[src/rtl/tx_credit_arbiter.sv]
// tx_credit_arbiter
//
// Shares one UART transmitter among NUM_REQ byte producers. A round-robin
// search picks one requester, its byte is latched and offered downstream on
// a valid/ready handshake. Bytes accepted by the transmitter but not yet
// finished on the wire are counted, and no new byte is issued while that
// count sits at MAX_OUTSTANDING.
//
// Ports:
//   clk, rst          clock (rising edge), asynchronous active-high reset
//   req               per-requester level request
//   req_data          requester i byte at [i*DATA_WIDTH +: DATA_WIDTH]
//   gnt               one-hot, one-cycle pulse: that requester's byte latched
//   tx_valid/tx_data  byte offered to the transmitter, held until accepted
//   tx_ready          transmitter accepts when tx_valid && tx_ready
//   tx_done           one-cycle pulse: one accepted byte finished on the wire
//   outstanding       accepted-but-not-done count
//   credit_full       outstanding == MAX_OUTSTANDING
//   underflow_err     sticky: tx_done seen while outstanding was 0
module tx_credit_arbiter #(
    parameter int NUM_REQ         = 4,
    parameter int DATA_WIDTH      = 8,
    parameter int MAX_OUTSTANDING = 4,
    parameter int CNT_WIDTH       = 3
) (
    input  logic                          clk,
    input  logic                          rst,
    input  logic [NUM_REQ-1:0]            req,
    input  logic [NUM_REQ*DATA_WIDTH-1:0] req_data,
    output logic [NUM_REQ-1:0]            gnt,
    output logic                          tx_valid,
    output logic [DATA_WIDTH-1:0]         tx_data,
    input  logic                          tx_ready,
    input  logic                          tx_done,
    output logic [CNT_WIDTH-1:0]          outstanding,
    output logic                          credit_full,
    output logic                          underflow_err
);

    localparam int PTR_W = (NUM_REQ > 1) ? $clog2(NUM_REQ) : 1;
    localparam logic [CNT_WIDTH-1:0] MAX_CNT   = CNT_WIDTH'(MAX_OUTSTANDING);
    localparam logic [PTR_W-1:0]     PTR_RESET = PTR_W'(NUM_REQ - 1);

    typedef enum logic {
        IDLE  = 1'b0,
        ISSUE = 1'b1
    } state_t;

    state_t                 state_q, state_d;
    logic [NUM_REQ-1:0]     gnt_q, gnt_d;
    logic                   tx_valid_q, tx_valid_d;
    logic [DATA_WIDTH-1:0]  tx_data_q, tx_data_d;
    logic [PTR_W-1:0]       rr_ptr_q, rr_ptr_d;
    logic [CNT_WIDTH-1:0]   outstanding_q, outstanding_d;
    logic                   credit_full_q, credit_full_d;
    logic                   underflow_err_q, underflow_err_d;

    logic [DATA_WIDTH-1:0]  req_bytes [NUM_REQ];
    logic [PTR_W-1:0]       win_idx;
    logic                   win_found;
    logic                   accept;

    // Unpack the flat request data bus so the winner can be indexed directly.
    always_comb begin
        for (int i = 0; i < NUM_REQ; i++) begin
            req_bytes[i] = req_data[i*DATA_WIDTH +: DATA_WIDTH];
        end
    end

    // Round-robin search: the first set request starting just after the last
    // winner, wrapping modulo NUM_REQ, so the last winner has lowest priority.
    always_comb begin
        int cand;
        win_idx   = '0;
        win_found = 1'b0;
        for (int i = 1; i <= NUM_REQ; i++) begin
            cand = (int'(rr_ptr_q) + i) % NUM_REQ;
            if (!win_found && req[PTR_W'(cand)]) begin
                win_found = 1'b1;
                win_idx   = PTR_W'(cand);
            end
        end
    end

    assign accept = tx_valid_q && tx_ready;

    // Issue FSM. Requests are only sampled in IDLE, and only while a credit
    // is free; the offered byte is then held in ISSUE until the handshake.
    always_comb begin
        state_d    = state_q;
        gnt_d      = '0;
        tx_valid_d = tx_valid_q;
        tx_data_d  = tx_data_q;
        rr_ptr_d   = rr_ptr_q;
        case (state_q)
            IDLE: begin
                if (win_found && (outstanding_q < MAX_CNT)) begin
                    gnt_d          = '0;
                    gnt_d[win_idx] = 1'b1;
                    tx_data_d      = req_bytes[win_idx];
                    tx_valid_d     = 1'b1;
                    rr_ptr_d       = win_idx;
                    state_d        = ISSUE;
                end
            end
            ISSUE: begin
                if (accept) begin
                    tx_valid_d = 1'b0;
                    state_d    = IDLE;
                end
            end
            default: begin
                state_d    = IDLE;
                tx_valid_d = 1'b0;
            end
        endcase
    end

    // Outstanding counter. A simultaneous accept and done cancel out. A done
    // with nothing outstanding cannot decrement, so it latches the sticky
    // error instead. credit_full is derived from the next count so it never
    // lags outstanding by a cycle.
    always_comb begin
        outstanding_d   = outstanding_q;
        underflow_err_d = underflow_err_q;
        if (accept && !tx_done) begin
            outstanding_d = outstanding_q + 1'b1;
        end else if (tx_done && !accept) begin
            if (outstanding_q == '0) begin
                underflow_err_d = 1'b1;
            end else begin
                outstanding_d = outstanding_q - 1'b1;
            end
        end
        credit_full_d = (outstanding_d == MAX_CNT);
    end

    // State register; reset discards any byte pending in ISSUE.
    always_ff @(posedge clk or posedge rst) begin
        if (rst) begin
            state_q         <= IDLE;
            gnt_q           <= '0;
            tx_valid_q      <= 1'b0;
            tx_data_q       <= '0;
            rr_ptr_q        <= PTR_RESET;
            outstanding_q   <= '0;
            credit_full_q   <= 1'b0;
            underflow_err_q <= 1'b0;
        end else begin
            state_q         <= state_d;
            gnt_q           <= gnt_d;
            tx_valid_q      <= tx_valid_d;
            tx_data_q       <= tx_data_d;
            rr_ptr_q        <= rr_ptr_d;
            outstanding_q   <= outstanding_d;
            credit_full_q   <= credit_full_d;
            underflow_err_q <= underflow_err_d;
        end
    end

    assign gnt           = gnt_q;
    assign tx_valid      = tx_valid_q;
    assign tx_data       = tx_data_q;
    assign outstanding   = outstanding_q;
    assign credit_full   = credit_full_q;
    assign underflow_err = underflow_err_q;

endmodule

[config.mk]
export PLATFORM = sky130hd
export DESIGN_NAME = tx_credit_arbiter
export DESIGN_NICKNAME = d
export VERILOG_FILES = /design/src/rtl/tx_credit_arbiter.sv
export SDC_FILE = /design/constraint.sdc
export NUM_CORES = 1
export LEC_CHECK = 0
export ABC_CLOCK_PERIOD_IN_PS = 2200
export BUFFER_PORTS_ARGS = -buffer_cell sky130_fd_sc_hd__clkbuf_2
export CAP_MARGIN = 10
export CORE_UTILIZATION = 45
export CTS_BUF_LIST = sky130_fd_sc_hd__clkbuf_4
export CTS_CLUSTER_SIZE = 10
export DETAILED_ROUTE_END_ITERATION = 7
export PLACE_DENSITY = 0.86
export SLEW_MARGIN = 20
export SYNTH_ARGS = -nofsm -noshare
export SYNTH_HDL_FRONTEND = slang
export SYNTH_SLANG_ARGS = --single-unit
[constraint.sdc]
create_clock -name clk -period 2.2 [get_ports clk]
set_clock_uncertainty 0.1 [all_clocks]
set_input_delay 0.44 -clock clk [delete_from_list [all_inputs] [get_ports clk]]
set_output_delay 0.44 -clock clk [all_outputs]
set_load 0.01 [all_outputs]
==> impl_metrics.tcl <==
set metrics [dict create \
    finalCriticalPeriod_ns 2.04 \
    tightest_slew_ns 0.793 \
    mostFrequentLayoutCells "clkbuf_2 (57), dfrtp_1 (19), nor2_1 (16), a211oi_1 (16)" \
    grt_pass1_vias 1101 \
    drtIter0Drc 17 \
    htree_num_levels 1 \
    diodes 0 \
    synth_edf_count 0 \
    hold_buffers 0 \
    drt-pass1-iter-count 4 \
    gp_congestion 0.802 \
    p_leak_nw 0.783 \
    drc_errors 0 \
    cts_tree "yes" \
    syn_avg_cell_area_um2 10.0 \
    root_buffer "clkbuf_4" \
    die_w_um 54.1 \
    finalHoldViolations 0 \
    cp-end-kind "register" \
    ir_drop_uv 750 \
    path_cells "inv_1 -> o311a_1 -> nand2b_1 -> a211oi_1 -> a211oi_1" \
    layout-drive-gt1-share_pct 38.5 \
    insertion_delay_ns 0.30 \
    nNetsFinal 226 \
    clkTransAtPathRegs_ns 0.12 \
    min_period_over_period_pct 92.8 \
    max-slew-margin-rel_pct 47.1 \
    fin_tns_setup_ns 0 \
    cp.required_ns 2.28 \
    totalWireLength_mm 2.97 \
    syn_inst 122 \
    rsz0062_at_grt "no" \
    worstPathArrival_ns 2.12 \
    worstPathMaxFanout 10 \
    max_freq_mhz 490 \
    via_per_inst 5.46 \
    cp_num_buf_inv 1 \
    via_count 1157 \
    overflow 0 \
    cts_resized 0 \
    pin_count 58 \
    track_usage_pct 23.3 \
    crit_path_frequent_cell "a211oi_1" \
    start_util_pct 48.4 \
    syn_nets 165 \
    ys_seq_elements 21 \
    synth_cell_type_count 33 \
    wire_per_inst_um 14.0 \
    crit_path_max_incr_delay_ns 0.59 \
    synth_area_um2 1220 \
    grt_start_max_net_pins 22 \
    synth_top_cell_area_share_pct 39.0 \
    ys.flop_type "dfrtp_1" \
    antenna_found_initial 0 \
    final_area_um2 1560 \
    clockBufferDepth 2 \
    seq_area_frac_synth_pct 43.3 \
    critPathLaunchType "register" \
    core_um2 2520 \
    port_buffers 57 \
    path_class "reg -> reg" \
    hp-class "in -> async" \
    die_h_um 54.1 \
    synthArstFlopShare_pct 100 \
    detail-route-antenna-nets 0 \
    cts_sinks 21 \
    p_total_mw 1.90 \
    grt_first_pass_wirelength_mm 4.75 \
    yosys-top-cells-area "dfrtp_1 (39%), a211oi_1 (9.8%), mux2i_1 (6.6%)" \
    p_per_area_nw_per_um2 1220 \
    timing.hold.ws_ns 0.148 \
    yosys.area.top_type "dfrtp_1" \
    row_count 18 \
    post_cts_buffers 0 \
    outcome "finished clean" \
    finalSetupViolCount 0 \
    dieArea_um2 2920 \
    dpl.hpwl_mm 2.37 \
    areaGrowthSynthToFinish_pct 28.2 \
    place_area_um2 1530 \
    ys_warn_count 0 \
    maxCapViolations 0 \
    critPathTopFamily "compound AO/OA/AOI/OAI gates" \
    slew_viol_final 0 \
    final_common_cell "clkbuf_2" \
    cts_buffers 3 \
    crit_slowest_cell "dfstp_2" \
]
stage by stage:
step	utilization (%)	std cells	setup WS, ns
final	62.0	212	0.158
after global placement	60.8	208	0.189
after floorplan	-	122	0.431
after detailed placement	60.8	208	0.122
after CTS	62.0	212	0.172
after global routing	62.0	212	0.0298
cell type report:
class                      instances  area (um2)
fill                             227         958
multi-input combinational         93         649
sequential                        21         528
timing repair buffer              59         300
tap                               30        37.5
clock buffer                       4        30.0
inverter                           5        18.8
path summary, 6_finish.rpt:
path	start	endpoint	slack [ns]	depth (start not counted)
min reg2reg	underflow_err$_DFFE_PP0P_	underflow_err$_DFFE_PP0P_	0.39	1
max in group asynchronous	rst	tx_data[2]$_DFFE_PP0P_	1.36	2
min in group clk	tx_ready	tx_valid$_DFFE_PP0P_	0.32	3
max	rr_ptr_q[1]$_DFFE_PP1P_	tx_data[6]$_DFFE_PP0P_	0.16	5
max reg2reg	rr_ptr_q[1]$_DFFE_PP1P_	tx_data[6]$_DFFE_PP0P_	0.16	5
min	rst	tx_data[0]$_DFFE_PP0P_	0.15	2
flip-flops by register name, summed over array words and instances, names as in the netlist:
| name | count |
|---|---|
| tx_data | 8 |
| gnt | 4 |
| outstanding | 3 |
| rr_ptr_q | 2 |
| credit_full | 1 |
| state_q | 1 |
| tx_valid | 1 |
| underflow_err | 1 |
metal layers:
layer  up-vias  wire length (um)  track usage [%]
met1       517              1380             29.5
met4         0                40             8.55
li1        580                 -                -
met5         -                 0                0
met2        56              1350             38.5
met3         4               198             5.37
logic make-up (layout without fill, tap and decap cells):
kind of cell,Yosys count,in the layout,synth area share [%]
AOI/OAI and AO/OA,31,31,19.6
adders and majority gates,3,3,3.08
xor gates and xnor gates,1,1,0.718
DFF,21,21,43.3
buffers and inverters,8,68,3.49
muxes,8,8,6.56
and+or+nand+nor,50,50,23.3
synth_stat cells (3+ instances only):
cell type  count
inv_1          5
mux2i_1        8
o21ai_1        4
nor2_1        16
nor2b_1        4
dfrtp_1       19
a211oi_1      16
and4_1         8
nand2_1        6
ha_1           3
nand3_1        4
power breakdown:
group          switching, mW  leakage, nW  total, mW  internal [mW]
Sequential             0.129        0.246      0.703          0.574
Combinational          0.570        0.518       1.00          0.431
Clock                  0.118       0.0184      0.201         0.0829
Total                  0.816        0.783       1.90           1.09
(Power assumes the default switching activity.)
